**config.mk**
```make
export PLATFORM = sky130hd
export DESIGN_NAME = uart_send_cache_flat
export DESIGN_NICKNAME = d
export VERILOG_FILES = /design/src/rtl/uart_send_cache_if.sv /design/src/rtl/uart_send_cache.sv /design/src/flat_wrapper.sv
export SDC_FILE = /design/constraint.sdc
export NUM_CORES = 1
export LEC_CHECK = 0
export BUFFER_PORTS_ARGS = -buffer_cell sky130_fd_sc_hd__buf_2
export CORE_ASPECT_RATIO = 2
export CORE_MARGIN = 4
export CORE_UTILIZATION = 60
export CTS_BUF_LIST = sky130_fd_sc_hd__clkbuf_8 sky130_fd_sc_hd__clkbuf_16
export DETAILED_ROUTE_END_ITERATION = 8
export MAX_ROUTING_LAYER = met4
export PLACE_DENSITY = 0.92
export SYNTH_ARGS = -nofsm -noshare
export SYNTH_HDL_FRONTEND = slang
export SYNTH_SLANG_ARGS = --single-unit
```
**constraint.sdc**
```tcl
create_clock -name sys_clk -period 4.5 [get_ports sys_clk]
set_input_delay 0.45 -clock sys_clk [delete_from_list [all_inputs] [get_ports sys_clk]]
set_output_delay 0.45 -clock sys_clk [all_outputs]
set_load 0.02 [all_outputs]
```
**src/rtl/uart_send_cache_if.sv**
```systemverilog
// Word-side and byte-side handshake bundle for uart_send_cache.
// slave = the serializer's view, master = the surrounding logic/transmitter's view.
interface uart_send_cache_if;
    logic [31:0] send_4bytes_data;
    logic        send_4bytes_en;
    logic        send_4bytes_ready;
    logic        send_4bytes_done;
    logic [7:0]  send_byte_data;
    logic        send_byte_en;
    logic        send_byte_busy;

    modport slave (
        input  send_4bytes_data, send_4bytes_en, send_byte_busy,
        output send_4bytes_ready, send_4bytes_done, send_byte_data, send_byte_en
    );

    modport master (
        output send_4bytes_data, send_4bytes_en, send_byte_busy,
        input  send_4bytes_ready, send_4bytes_done, send_byte_data, send_byte_en
    );
endinterface

```
**src/rtl/uart_send_cache.sv**
```systemverilog
// Serializes one 32-bit word into four bytes (MSB first) for the UART byte transmitter.
// Define SEND_CACHE_CHECKSUM_EN to append a fifth XOR-checksum byte.
module uart_send_cache #(
    parameter int BYTE_GAP      = 0,
    parameter int START_TIMEOUT = 16
) (
    input  logic             sys_clk,
    input  logic             sys_rst,
    uart_send_cache_if.slave bus
);
`ifdef SEND_CACHE_CHECKSUM_EN
    localparam logic [2:0] LAST_IDX = 3'd4;
`else
    localparam logic [2:0] LAST_IDX = 3'd3;
`endif
    localparam logic [15:0] TIMEOUT_LIM = 16'(START_TIMEOUT);
    localparam logic [15:0] GAP_LIM     = 16'(BYTE_GAP);

    typedef enum logic [2:0] {IDLE, LOAD, WAIT_HI, WAIT_LO, GAP, DONE} state_t;

    state_t      state_reg;
    logic [2:0]  idx_reg;
    logic [31:0] word_reg;
    logic [15:0] cnt_reg;
    logic        ready_reg;
    logic        done_reg;
    logic        byte_en_reg;
    logic [7:0]  byte_data_reg;

    logic [7:0]  word_bytes [4];
    logic [2:0]  idx_next;
    logic [15:0] cnt_next;
    logic [7:0]  byte_next;
    logic        last_byte;
    logic        byte_finished;

    for (genvar gi = 0; gi < 4; gi++) begin : g_bytes
        assign word_bytes[gi] = word_reg[31 - 8*gi -: 8];
    end

    always_comb begin
        idx_next  = idx_reg + 3'd1;
        cnt_next  = cnt_reg + 16'd1;
        last_byte = (idx_reg == LAST_IDX);
        byte_next = word_bytes[idx_next[1:0]];
`ifdef SEND_CACHE_CHECKSUM_EN
        if (idx_next == 3'd4)
            byte_next = word_bytes[0] ^ word_bytes[1] ^ word_bytes[2] ^ word_bytes[3];
`endif
        // A byte is complete either when busy falls (no gap) or when the gap count expires.
        byte_finished = ((state_reg == WAIT_LO) && !bus.send_byte_busy && (BYTE_GAP == 0)) ||
                        ((state_reg == GAP) && (cnt_next == GAP_LIM));
    end

    always_ff @(posedge sys_clk) begin
        if (sys_rst) begin
            state_reg     <= IDLE;
            idx_reg       <= 3'd0;
            word_reg      <= 32'd0;
            cnt_reg       <= 16'd0;
            ready_reg     <= 1'b1;
            done_reg      <= 1'b0;
            byte_en_reg   <= 1'b0;
            byte_data_reg <= 8'h00;
        end else begin
            byte_en_reg <= 1'b0;
            done_reg    <= 1'b0;
            case (state_reg)
                IDLE: begin
                    if (bus.send_4bytes_en) begin
                        word_reg      <= bus.send_4bytes_data;
                        idx_reg       <= 3'd0;
                        byte_data_reg <= bus.send_4bytes_data[31:24];
                        byte_en_reg   <= 1'b1;
                        ready_reg     <= 1'b0;
                        state_reg     <= LOAD;
                    end
                end
                LOAD: begin
                    cnt_reg   <= 16'd0;
                    state_reg <= WAIT_HI;
                end
                WAIT_HI: begin
                    if (bus.send_byte_busy) begin
                        state_reg <= WAIT_LO;
                    end else if ((START_TIMEOUT != 0) && (cnt_next == TIMEOUT_LIM)) begin
                        // Transmitter never started: re-pulse the same byte.
                        byte_en_reg <= 1'b1;
                        state_reg   <= LOAD;
                    end else begin
                        cnt_reg <= cnt_next;
                    end
                end
                WAIT_LO: begin
                    if (!bus.send_byte_busy && (BYTE_GAP != 0)) begin
                        cnt_reg   <= 16'd0;
                        state_reg <= GAP;
                    end
                end
                GAP: cnt_reg <= cnt_next;
                DONE: begin
                    ready_reg <= 1'b1;
                    state_reg <= IDLE;
                end
                default: state_reg <= IDLE;
            endcase

            if (byte_finished) begin
                if (last_byte) begin
                    done_reg  <= 1'b1;
                    state_reg <= DONE;
                end else begin
                    idx_reg       <= idx_next;
                    byte_data_reg <= byte_next;
                    byte_en_reg   <= 1'b1;
                    state_reg     <= LOAD;
                end
            end
        end
    end

    assign bus.send_4bytes_ready = ready_reg;
    assign bus.send_4bytes_done  = done_reg;
    assign bus.send_byte_en      = byte_en_reg;
    assign bus.send_byte_data    = byte_data_reg;
endmodule

```
**src/flat_wrapper.sv**
```systemverilog
// flat-port wrapper written by rule: the top's interface ports become plain ports
module uart_send_cache_flat 
#(
    parameter int BYTE_GAP      = 0,
    parameter int START_TIMEOUT = 16
)
  (sys_clk, sys_rst, bus_send_4bytes_data, bus_send_4bytes_en, bus_send_byte_busy, bus_send_4bytes_ready, bus_send_4bytes_done, bus_send_byte_data, bus_send_byte_en);
  uart_send_cache_if bus_i ();
  input  logic sys_clk;
  input  logic sys_rst;
  input wire logic [$bits(bus_i.send_4bytes_data)-1:0] bus_send_4bytes_data;
  input wire logic [$bits(bus_i.send_4bytes_en)-1:0] bus_send_4bytes_en;
  input wire logic [$bits(bus_i.send_byte_busy)-1:0] bus_send_byte_busy;
  output wire logic [$bits(bus_i.send_4bytes_ready)-1:0] bus_send_4bytes_ready;
  output wire logic [$bits(bus_i.send_4bytes_done)-1:0] bus_send_4bytes_done;
  output wire logic [$bits(bus_i.send_byte_data)-1:0] bus_send_byte_data;
  output wire logic [$bits(bus_i.send_byte_en)-1:0] bus_send_byte_en;
  assign bus_i.send_4bytes_data = bus_send_4bytes_data;
  assign bus_i.send_4bytes_en = bus_send_4bytes_en;
  assign bus_i.send_byte_busy = bus_send_byte_busy;
  assign bus_send_4bytes_ready = bus_i.send_4bytes_ready;
  assign bus_send_4bytes_done = bus_i.send_4bytes_done;
  assign bus_send_byte_data = bus_i.send_byte_data;
  assign bus_send_byte_en = bus_i.send_byte_en;
  uart_send_cache #(.BYTE_GAP(BYTE_GAP), .START_TIMEOUT(START_TIMEOUT)) u_core (.sys_clk(sys_clk), .sys_rst(sys_rst), .bus(bus_i));
endmodule
```
==> flow_summary.html, run 1 <==
<table>
<tr><th>Metric</th><th>Value</th></tr>
<tr><th colspan="2">Run status</th></tr>
<tr><td>Result of the run</td><td>complete, no violations</td></tr>
<tr><th colspan="2">Floorplan</th></tr>
<tr><td>Cell Rows</td><td>37</td></tr>
<tr><td>Area of the die</td><td>6700 µm²</td></tr>
<tr><td>Total core area</td><td>5180 µm²</td></tr>
<tr><td>Boundary pin count</td><td>47</td></tr>
<tr><td>Floorplan die height</td><td>112 µm</td></tr>
<tr><td>Horizontal die dimension</td><td>59.9 µm</td></tr>
<tr><td>Initial Util</td><td>0.624</td></tr>
<tr><th colspan="2">Pwr</th></tr>
<tr><td>IR Drop Worst-Case VDD</td><td>0.000398 V</td></tr>
<tr><td>Proportion of power drawn by flip-flops and latches</td><td>0.501</td></tr>
<tr><td>Leakage</td><td>1.33 nW</td></tr>
<tr><td>Power density of the placed cells</td><td>352 nW/µm²</td></tr>
<tr><td>Clock Power Share</td><td>0.373</td></tr>
<tr><td>Net switching fraction of the power</td><td>0.266</td></tr>
<tr><td>Internal portion of total power</td><td>0.925 mW</td></tr>
<tr><td>Net Switching</td><td>0.336 mW</td></tr>
<tr><td>Comb pwr share</td><td>0.126</td></tr>
<tr><th colspan="2">Placed design</th></tr>
<tr><td>Number of instances in the placed design</td><td>455</td></tr>
<tr><td>Routability cong.</td><td>1.03</td></tr>
<tr><td>Cell area after placement</td><td>3390 µm²</td></tr>
<tr><td>Half-perimeter wire length after detailed placement</td><td>5.43 mm</td></tr>
<tr><td>Buffers added on ports</td><td>46</td></tr>
<tr><th colspan="2">Critical path</th></tr>
<tr><td>Kind of critical path</td><td>reg2reg</td></tr>
<tr><td>Worst path cell trace</td><td>ha_1, nand3_1, o41ai_1, nand3_1, or4_4, o21ai_4, mux2_1, nor2_1</td></tr>
<tr><td>Crit path capture type</td><td>register</td></tr>
<tr><td>Data required, critical path</td><td>4770 ps</td></tr>
<tr><td>Top fanout value on the critical path</td><td>19</td></tr>
<tr><td>Family of cells with the greatest summed delay on the critical path</td><td>simple AND/OR/NAND/NOR gates</td></tr>
<tr><td>Most used cell along the critical path</td><td>sky130_fd_sc_hd__nand3_1</td></tr>
<tr><td>Critical path's largest stage delay</td><td>520 ps</td></tr>
<tr><td>Critical path buffer and inverter count</td><td>0</td></tr>
<tr><td>Arrival time worst endpoint</td><td>3450 ps</td></tr>
<tr><td>Slowest library cell on the worst path</td><td>sky130_fd_sc_hd__or4_4</td></tr>
<tr><td>Startpoint types</td><td>register</td></tr>
<tr><th colspan="2">Logic synthesis</th></tr>
<tr><td>Synthesized Nets</td><td>419</td></tr>
<tr><td>Area of the mapped netlist</td><td>3230 µm²</td></tr>
<tr><td>Post-synth EDFFs</td><td>0</td></tr>
<tr><td>#FFs+latches synth</td><td>65</td></tr>
<tr><td>YS warnings</td><td>0</td></tr>
<tr><td>Ys async rst share</td><td>0</td></tr>
<tr><td>Leading register cell type out of synthesis</td><td>sky130_fd_sc_hd__dfxtp_1</td></tr>
<tr><td>Mean instance size in the synthesized netlist</td><td>8.51 µm²</td></tr>
<tr><td>Count of unique library cells instantiated by Yosys</td><td>56</td></tr>
<tr><td>Number of cells produced by synthesis</td><td>380</td></tr>
<tr><td>Fraction of the yosys area taken by sequential cells</td><td>0.402</td></tr>
<tr><th colspan="2">Flow run</th></tr>
<tr><td>Max-cap viol count</td><td>0</td></tr>
<tr><th colspan="2">STA</th></tr>
<tr><td>Accumulated negative setup slack</td><td>0 ps</td></tr>
<tr><td>Setup repair after global routing missed its margin</td><td>false</td></tr>
<tr><td>Worst clock skew</td><td>11.6 ps</td></tr>
<tr><td>Number of pins exceeding their max-slew limit in the final report</td><td>0</td></tr>
<tr><td>Final hold viol count</td><td>0</td></tr>
<tr><td>Final setup fails</td><td>0</td></tr>
<tr><td>Relative slew slack</td><td>0.331</td></tr>
<tr><td>Share of the cycle needed by the critical path after routing</td><td>0.707</td></tr>
<tr><td>Worst-margin pin slew</td><td>1000 ps</td></tr>
<tr><td>Post-layout min period</td><td>3180 ps</td></tr>
<tr><td>Peak clock frequency supported by timing</td><td>314 MHz</td></tr>
<tr><th colspan="2">Cells and area</th></tr>
<tr><td>Share of post-route cells with drive strength above 1</td><td>0.206</td></tr>
<tr><td>Area growth, synth to finish</td><td>10.7%</td></tr>
<tr><td>Area of all sequential standard cells</td><td>1300 µm²</td></tr>
<tr><td>Antenna Diode Count</td><td>0</td></tr>
<tr><td>Multi-input gate area</td><td>1750 µm²</td></tr>
<tr><td>Largest register FFs</td><td>32</td></tr>
<tr><td>Final net count</td><td>447</td></tr>
<tr><td>Fill count</td><td>417</td></tr>
<tr><td>Final instance area</td><td>3580 µm²</td></tr>
<tr><td>Post-Layout Cell Count</td><td>471</td></tr>
<tr><th colspan="2">Detailed routing</th></tr>
<tr><td>Iteration count of the initial detailed-routing pass</td><td>6</td></tr>
<tr><td>DRC violations left</td><td>0</td></tr>
<tr><td>Final routed wirelength across all metal layers</td><td>7.78 mm</td></tr>
<tr><td>Via-per-instance ratio</td><td>6.44</td></tr>
<tr><td>Routed vias</td><td>3034</td></tr>
<tr><td>First DRT Iteration DRCs</td><td>155</td></tr>
<tr><td>Remaining number of nets flagged by the antenna check after routing</td><td>0</td></tr>
<tr><td>Routed length per placed instance</td><td>16.5 µm</td></tr>
<tr><th colspan="2">CTS</th></tr>
<tr><td>TritonCTS sink count</td><td>65</td></tr>
<tr><td>CTS Root Buffer Type</td><td>sky130_fd_sc_hd__clkbuf_8</td></tr>
<tr><td>CTS tree</td><td>done</td></tr>
<tr><td>Number of clock buffers inserted by TritonCTS</td><td>9</td></tr>
<tr><td>Clock latency on the worst-skew pair</td><td>340 ps</td></tr>
<tr><td>Maximum clock insertion buffer count</td><td>2</td></tr>
<tr><td>Clock-pin slew of the registers on the worst-case setup and hold paths</td><td>70 ps</td></tr>
<tr><td># hold bufs at CTS</td><td>0</td></tr>
<tr><td>H-tree levels</td><td>3</td></tr>
<tr><td>Post-cts sizing count</td><td>0</td></tr>
<tr><td>Post-CTS setup buffer count</td><td>0</td></tr>
<tr><th colspan="2">Global route</th></tr>
<tr><td>Met2 Track Usage GR</td><td>0.425</td></tr>
<tr><td>Largest net degree at the start of global routing</td><td>59</td></tr>
<tr><td>Met1 usage in global routing</td><td>0.253</td></tr>
<tr><td>Met3 GRT Util</td><td>0.0661</td></tr>
<tr><td>Initial antenna violation count</td><td>0</td></tr>
<tr><td>Via count of the first global-routing pass</td><td>2922</td></tr>
<tr><td>Total routing usage reported by global routing</td><td>0.256</td></tr>
<tr><td>Busiest layer in global routing</td><td>met2</td></tr>
<tr><td>Total overflow reported by the global router</td><td>0</td></tr>
<tr><td>Global-route wire length before repair</td><td>13.0 mm</td></tr>
<tr><th colspan="2">Min path</th></tr>
<tr><td>Type of the tightest min-delay check</td><td>in2reg</td></tr>
</table>
-- power by group through the flow --
| stage | registers [mW] | clock network (mW) | logic, mW |
|---|---|---|---|
| 3_5_place_dp | 0.644 | 0 | 0.156 |
| 5_1_grt | 0.635 | 0.508 | 0.177 |
| 6_report | 0.632 | 0.471 | 0.158 |
| 4_1_cts | 0.631 | 0.482 | 0.158 |
| 2_1_floorplan | 0.647 | 0 | 0.103 |
| 3_3_place_gp | 0.642 | 0 | 0.151 |
-- worst paths after layout --
check / endpoint / slack, ps / start / cells after the start
worst max-delay path: u_core.cnt_reg[0]$_SDFFE_PP0P_ / 1320 / u_core.cnt_reg[0]$_SDFFE_PP0P_ / 8
worst min-delay path: u_core.word_bytes[5]$_SDFFE_PP0P_ / 340 / bus_send_4bytes_data[5] / 3
worst max register to register: u_core.cnt_reg[0]$_SDFFE_PP0P_ / 1320 / u_core.cnt_reg[0]$_SDFFE_PP0P_ / 8
worst min register to register: u_core.word_bytes[13]$_SDFFE_PP0P_ / 450 / u_core.word_bytes[13]$_SDFFE_PP0P_ / 2
-- cell type report --
type                       count  area share
clock buffer                  13      0.0500
clock inverter                 3     0.00384
inverter                       4     0.00419
multi-input combinational    280       0.490
sequential                    65       0.363
tap                           58      0.0203
timing repair buffer          48      0.0685
-- worst reg2reg max path, cell delays in order (launching register included) --
cell and delay (ps):
sky130_fd_sc_hd__dfxtp_1 470, sky130_fd_sc_hd__ha_1 310, sky130_fd_sc_hd__nand3_1 280, sky130_fd_sc_hd__o41ai_1 510
sky130_fd_sc_hd__nand3_1 130, sky130_fd_sc_hd__or4_4 520, sky130_fd_sc_hd__o21ai_4 430, sky130_fd_sc_hd__mux2_1 370
sky130_fd_sc_hd__nor2_1 80
-- routing by layer --
metal	routed length, µm	part of all wire
met4	383	0.049
met3	443	0.057
met5	0	0
met1	2730	0.35
met2	4230	0.54
-- cell families after synthesis --
family,synth area share
muxes,0.0592
xor gates and xnor gates,0.0244
adders and majority gates,0.0116
AOI/OAI and AO/OA,0.197
and+or+nand+nor,0.250
DFF,0.402
buffers and inverters,0.0561
-- stage by stage --
stage / worst slack (ps) / power (mW) / hold WS (ps) / util
floorplan: 1830 / 0.751 / 433 / -
detailed placement: 1370 / 0.800 / 444 / 0.653
CTS: 1330 / 1.27 / 327 / 0.691
global placement: 1510 / 0.793 / 438 / 0.653
finish: 1320 / 1.26 / 343 / 0.691
global route: 1120 / 1.32 / 336 / 0.691
-- cells in the mapped netlist, drive strengths merged, types with 2 or more instances --
cell type  instances  area (µm²)
nand2             87         327
dfxtp             65        1300
a21oi             47         239
clkbuf            16        60.1
buf               15         106
nor2              15        56.3
nor3              14        75.1
o211ai            12        90.1
nand3             11        55.1
a311oi             9        78.8
mux4               8         180
nand4              7        58.8
or4                6        48.8
and3               5        35.0
or3                5        32.5
xnor2              5        43.8
inv                4        15.0
o21ai              4        31.3
o31ai              4        30.0
xor2               4        35.0
a31oi              3        25.0
and2               3        18.8
and4               3        28.8
ha                 3        37.5
nand2b             3        18.8
a2111oi            2        36.3
a41o               2        20.0
o31a               2        17.5
o41ai              2        17.5
-- cell usage in the layout (no fill, tap or decap), types with 3 or more instances in the layout --
master / synthesis / final
sky130_fd_sc_hd__inv_1: 4 / 5
sky130_fd_sc_hd__nor2_1: 15 / 14
sky130_fd_sc_hd__ha_1: 3 / 3
sky130_fd_sc_hd__o31ai_1: 4 / 4
sky130_fd_sc_hd__xnor2_1: 5 / 5
sky130_fd_sc_hd__dfxtp_1: 65 / 65
sky130_fd_sc_hd__or4_1: 5 / 5
sky130_fd_sc_hd__o211ai_1: 12 / 12
sky130_fd_sc_hd__xor2_1: 4 / 4
sky130_fd_sc_hd__and2_1: 3 / 3
sky130_fd_sc_hd__a311oi_1: 9 / 9
sky130_fd_sc_hd__buf_2: 7 / 46
sky130_fd_sc_hd__o21ai_1: 3 / 3
sky130_fd_sc_hd__nand2_1: 87 / 87
sky130_fd_sc_hd__nand2b_1: 3 / 3
sky130_fd_sc_hd__a21oi_1: 46 / 46
sky130_fd_sc_hd__mux4_2: 8 / 8
sky130_fd_sc_hd__nor3_1: 13 / 13
sky130_fd_sc_hd__or3_1: 4 / 4
sky130_fd_sc_hd__clkbuf_8: 0 / 13
sky130_fd_sc_hd__nand4_1: 6 / 6
sky130_fd_sc_hd__and3_2: 3 / 3
sky130_fd_sc_hd__nand3_1: 11 / 11
No activity file was read; power rests on OpenSTA's default activity.
==> inputs of run 2 (changes only) <==
--- a/config.mk
+++ b/config.mk
@@ -8,11 +8,11 @@
 export BUFFER_PORTS_ARGS = -buffer_cell sky130_fd_sc_hd__buf_2
 export CORE_ASPECT_RATIO = 2
 export CORE_MARGIN = 4
-export CORE_UTILIZATION = 60
+export CORE_UTILIZATION = 57
 export CTS_BUF_LIST = sky130_fd_sc_hd__clkbuf_8 sky130_fd_sc_hd__clkbuf_16
 export DETAILED_ROUTE_END_ITERATION = 8
 export MAX_ROUTING_LAYER = met4
-export PLACE_DENSITY = 0.92
+export PLACE_DENSITY = 0.89
 export SYNTH_ARGS = -nofsm -noshare
 export SYNTH_HDL_FRONTEND = slang
 export SYNTH_SLANG_ARGS = --single-unit
==> constraint.sdc (replaced) <==
create_clock -name sys_clk -period 3 [get_ports sys_clk]
set_input_delay 0.3 -clock sys_clk [delete_from_list [all_inputs] [get_ports sys_clk]]
set_output_delay 0.3 -clock sys_clk [all_outputs]
set_load 0.02 [all_outputs]
==> flow_summary.html, run 2 (synthesized netlist as in run 1, its figures left out) <==
<table>
<tr><th>Metric</th><th>Value</th></tr>
<tr><th colspan="2">Run status</th></tr>
<tr><td>Result of the run</td><td>complete, no violations (unchanged)</td></tr>
<tr><th colspan="2">Critical path</th></tr>
<tr><td>Critical path buffer and inverter count</td><td>1 (was 0)</td></tr>
<tr><td>Top fanout value on the critical path</td><td>11 (was 19)</td></tr>
<tr><td>Kind of critical path</td><td>reg2reg (unchanged)</td></tr>
<tr><td>Startpoint types</td><td>register (unchanged)</td></tr>
<tr><td>Slack of the worst reg-to-reg path</td><td>180 ps (was 1320 ps)</td></tr>
<tr><td>Critical register-to-register path startpoint</td><td>u_core.cnt_reg[0]$_SDFFE_PP0P_ (unchanged)</td></tr>
<tr><td>Critical path's largest stage delay</td><td>580 ps (was 520 ps)</td></tr>
<tr><td>Data required, critical path</td><td>3280 ps (was 4770 ps)</td></tr>
<tr><td>Arrival time worst endpoint</td><td>3090 ps (was 3450 ps)</td></tr>
<tr><td>Crit path capture type</td><td>register (unchanged)</td></tr>
<tr><td>Worst path cell trace</td><td>ha_2, or3_1, a211oi_1, o21ai_1, or4_4, o21ai_4, buf_4, o211ai_1, a21oi_2 (was ha_1, nand3_1, o41ai_1, nand3_1, or4_4, o21ai_4, mux2_1, nor2_1)</td></tr>
<tr><td>Family of cells with the greatest summed delay on the critical path</td><td>compound AO/OA/AOI/OAI gates (was simple AND/OR/NAND/NOR gates)</td></tr>
<tr><td>R2R Path End</td><td>u_core.cnt_reg[8]$_SDFFE_PP0P_ (was u_core.cnt_reg[0]$_SDFFE_PP0P_)</td></tr>
<tr><td>Slowest library cell on the worst path</td><td>sky130_fd_sc_hd__or4_4 (unchanged)</td></tr>
<tr><td>Worst-case reg-to-reg path depth</td><td>9 (was 8)</td></tr>
<tr><th colspan="2">Detailed routing</th></tr>
<tr><td>DRC violations left</td><td>0 (unchanged)</td></tr>
<tr><td>Final routed wirelength across all metal layers</td><td>8.12 mm (was 7.78 mm)</td></tr>
<tr><td>Iteration count of the initial detailed-routing pass</td><td>4 (was 6)</td></tr>
<tr><td>Via-per-instance ratio</td><td>6.20 (was 6.44)</td></tr>
<tr><td>First DRT Iteration DRCs</td><td>143 (was 155)</td></tr>
<tr><td>Remaining number of nets flagged by the antenna check after routing</td><td>0 (unchanged)</td></tr>
<tr><td>Routed vias</td><td>3009 (was 3034)</td></tr>
<tr><td>Routed length per placed instance</td><td>16.7 µm (was 16.5 µm)</td></tr>
<tr><th colspan="2">Min path</th></tr>
<tr><td>Type of the tightest min-delay check</td><td>in2reg (unchanged)</td></tr>
<tr><td>Hold worst-path end</td><td>u_core.word_bytes[21]$_SDFFE_PP0P_ (was u_core.word_bytes[5]$_SDFFE_PP0P_)</td></tr>
<tr><td>Hold Path Depth</td><td>3 (unchanged)</td></tr>
<tr><td>Hold Startpoint</td><td>bus_send_4bytes_data[21] (was bus_send_4bytes_data[5])</td></tr>
<tr><th colspan="2">STA</th></tr>
<tr><td>Share of the cycle needed by the critical path after routing</td><td>0.939 (was 0.707)</td></tr>
<tr><td>Post-layout min period</td><td>2820 ps (was 3180 ps)</td></tr>
<tr><td>Number of pins exceeding their max-slew limit in the final report</td><td>0 (unchanged)</td></tr>
<tr><td>Tightest hold margin</td><td>195 ps (was 343 ps)</td></tr>
<tr><td>Peak clock frequency supported by timing</td><td>355 MHz (was 314 MHz)</td></tr>
<tr><td>Setup WS post-layout</td><td>183 ps (was 1320 ps)</td></tr>
<tr><td>Final setup fails</td><td>0 (unchanged)</td></tr>
<tr><td>Setup repair after global routing missed its margin</td><td>false (unchanged)</td></tr>
<tr><td>Worst-margin pin slew</td><td>777 ps (was 1000 ps)</td></tr>
<tr><td>Relative slew slack</td><td>0.481 (was 0.331)</td></tr>
<tr><td>Accumulated negative setup slack</td><td>0 ps (unchanged)</td></tr>
<tr><td>Worst clock skew</td><td>7.25 ps (was 11.6 ps)</td></tr>
<tr><td>Final hold viol count</td><td>0 (unchanged)</td></tr>
<tr><th colspan="2">CTS</th></tr>
<tr><td>Clock-pin slew of the registers on the worst-case setup and hold paths</td><td>70 ps (about the same)</td></tr>
<tr><td>Maximum clock insertion buffer count</td><td>2 (unchanged)</td></tr>
<tr><td>TritonCTS sink count</td><td>65 (unchanged)</td></tr>
<tr><td>H-tree levels</td><td>3 (unchanged)</td></tr>
<tr><td>CTS tree</td><td>done (unchanged)</td></tr>
<tr><td>Clock latency on the worst-skew pair</td><td>340 ps (about the same)</td></tr>
<tr><td>Number of clock buffers inserted by TritonCTS</td><td>9 (unchanged)</td></tr>
<tr><td>Post-CTS setup buffer count</td><td>0 (unchanged)</td></tr>
<tr><td>CTS Root Buffer Type</td><td>sky130_fd_sc_hd__clkbuf_8 (unchanged)</td></tr>
<tr><th colspan="2">Global route</th></tr>
<tr><td>Largest net degree at the start of global routing</td><td>43 (was 59)</td></tr>
<tr><td>Global-route wire length before repair</td><td>13.5 mm (was 13.0 mm)</td></tr>
<tr><td>Total routing usage reported by global routing</td><td>0.264 (was 0.256)</td></tr>
<tr><td>Initial antenna violation count</td><td>0 (unchanged)</td></tr>
<tr><td>Total overflow reported by the global router</td><td>0 (unchanged)</td></tr>
<tr><td>Via count of the first global-routing pass</td><td>3022 (was 2922)</td></tr>
<tr><th colspan="2">Cells and area</th></tr>
<tr><td>Final instance area</td><td>3690 µm² (was 3580 µm²)</td></tr>
<tr><td>Area growth, synth to finish</td><td>14.2% (was 10.7%)</td></tr>
<tr><td>Share of post-route cells with drive strength above 1</td><td>0.238 (was 0.206)</td></tr>
<tr><td>Leading cell types in the layout, fill and taps excluded</td><td>86 x sky130_fd_sc_hd__nand2_1, 65 x sky130_fd_sc_hd__dfxtp_1, 46 x sky130_fd_sc_hd__a21oi_1, 46 x sky130_fd_sc_hd__buf_2 (was 87 x sky130_fd_sc_hd__nand2_1, 65 x sky130_fd_sc_hd__dfxtp_1, 46 x sky130_fd_sc_hd__a21oi_1, 46 x sky130_fd_sc_hd__buf_2, 14 x sky130_fd_sc_hd__nor2_1)</td></tr>
<tr><td>Util after Layout</td><td>0.675 (was 0.691)</td></tr>
<tr><td>Post-Layout Cell Count</td><td>485 (was 471)</td></tr>
<tr><td>Antenna Diode Count</td><td>0 (unchanged)</td></tr>
<tr><td>Fill count</td><td>418 (was 417)</td></tr>
<tr><td>Final net count</td><td>459 (was 447)</td></tr>
<tr><td>Largest register FFs</td><td>32 (unchanged)</td></tr>
<tr><td>Leading cell type in the layout, fill and taps excluded</td><td>sky130_fd_sc_hd__nand2_1 (unchanged)</td></tr>
<tr><th colspan="2">Floorplan</th></tr>
<tr><td>Boundary pin count</td><td>47 (unchanged)</td></tr>
<tr><td>Horizontal die dimension</td><td>61.3 µm (was 59.9 µm)</td></tr>
<tr><td>Area of the die</td><td>7020 µm² (was 6700 µm²)</td></tr>
<tr><td>Total core area</td><td>5470 µm² (was 5180 µm²)</td></tr>
<tr><td>Floorplan die height</td><td>115 µm (was 112 µm)</td></tr>
<tr><td>Initial Util</td><td>0.592 (was 0.624)</td></tr>
<tr><td>Cell Rows</td><td>38 (was 37)</td></tr>
<tr><th colspan="2">Pwr</th></tr>
<tr><td>Leakage</td><td>1.39 nW (was 1.33 nW)</td></tr>
<tr><td>Overall power after layout</td><td>1.90 mW (was 1.26 mW)</td></tr>
<tr><td>IR Drop Worst-Case VDD</td><td>0.000522 V (was 0.000398 V)</td></tr>
<tr><td>Power density of the placed cells</td><td>515 nW/µm² (was 352 nW/µm²)</td></tr>
<tr><th colspan="2">Placed design</th></tr>
<tr><td>Cell area after placement</td><td>3480 µm² (was 3390 µm²)</td></tr>
<tr><td>Half-perimeter wire length after detailed placement</td><td>5.88 mm (was 5.43 mm)</td></tr>
<tr><td>Routability cong.</td><td>1.01 (was 1.03)</td></tr>
<tr><td>Buffers added on ports</td><td>46 (unchanged)</td></tr>
<tr><td>Worst Setup Slack post-DPL</td><td>144 ps (was 1370 ps)</td></tr>
<tr><td>Number of instances in the placed design</td><td>469 (was 455)</td></tr>
<tr><th colspan="2">Flow run</th></tr>
<tr><td>Max-cap viol count</td><td>0 (unchanged)</td></tr>
</table>
==> run 2: worst max path at each step <==
stage,startpoint,end,slack [ps],depth (start not counted)
floorplan,u_core.cnt_reg[0]$_SDFFE_PP0P_,u_core.cnt_reg[0]$_SDFFE_PP0P_,330,9
detailed placement,u_core.cnt_reg[0]$_SDFFE_PP0P_,u_core.cnt_reg[8]$_SDFFE_PP0P_,140,9
finish,u_core.cnt_reg[0]$_SDFFE_PP0P_,u_core.cnt_reg[8]$_SDFFE_PP0P_,180,9
global route,u_core.cnt_reg[0]$_SDFFE_PP0P_,u_core.cnt_reg[8]$_SDFFE_PP0P_,7,9
global placement,u_core.cnt_reg[10]$_SDFFE_PP0P_,u_core.idx_reg[1]$_SDFF_PP0_,240,7
CTS,u_core.cnt_reg[0]$_SDFFE_PP0P_,u_core.cnt_reg[8]$_SDFFE_PP0P_,110,9
==> run 2: power breakdown <==
part           total [mW]  switching [mW]  internal, mW  leakage (nW)
sequential          0.950          0.0341         0.916         0.531
combinational       0.247           0.151        0.0951         0.750
clock               0.705           0.320         0.385         0.107
total                1.90           0.506          1.40          1.39
==> run 2: layout make-up <==
type | count | area, µm² | share of cell area
clock inverter | 3 | 13.8 | 0.00373
multi-input combinational | 280 | 1770 | 0.480
inverter | 4 | 15.0 | 0.00407
timing repair buffer | 60 | 335 | 0.0908
sequential | 65 | 1300 | 0.352
tap | 60 | 75.1 | 0.0203
clock buffer | 13 | 179 | 0.0485
==> run 2: tightest hold or removal path, cell delays in order <==
cell and delay (ps):
sky130_fd_sc_hd__buf_2 100, sky130_fd_sc_hd__nand2_1 40, sky130_fd_sc_hd__a21oi_1 50
==> run 2: what timing repair did <==
action,in CTS,in global routing
hold buffers,0,0
gates resized for setup,0,4
hold endpoints to repair,0,0
setup endpoints to repair,0,10
==> run 2: layer usage <==
layer | share of wire | up-vias | global-route usage
met2 | 0.55 | 106 | 0.441
met3 | 0.048 | 41 | 0.0508
met4 | 0.066 | 0 | 0.184
met1 | 0.34 | 1403 | 0.260
met5 | 0 | - | -
li1 | - | 1459 | -
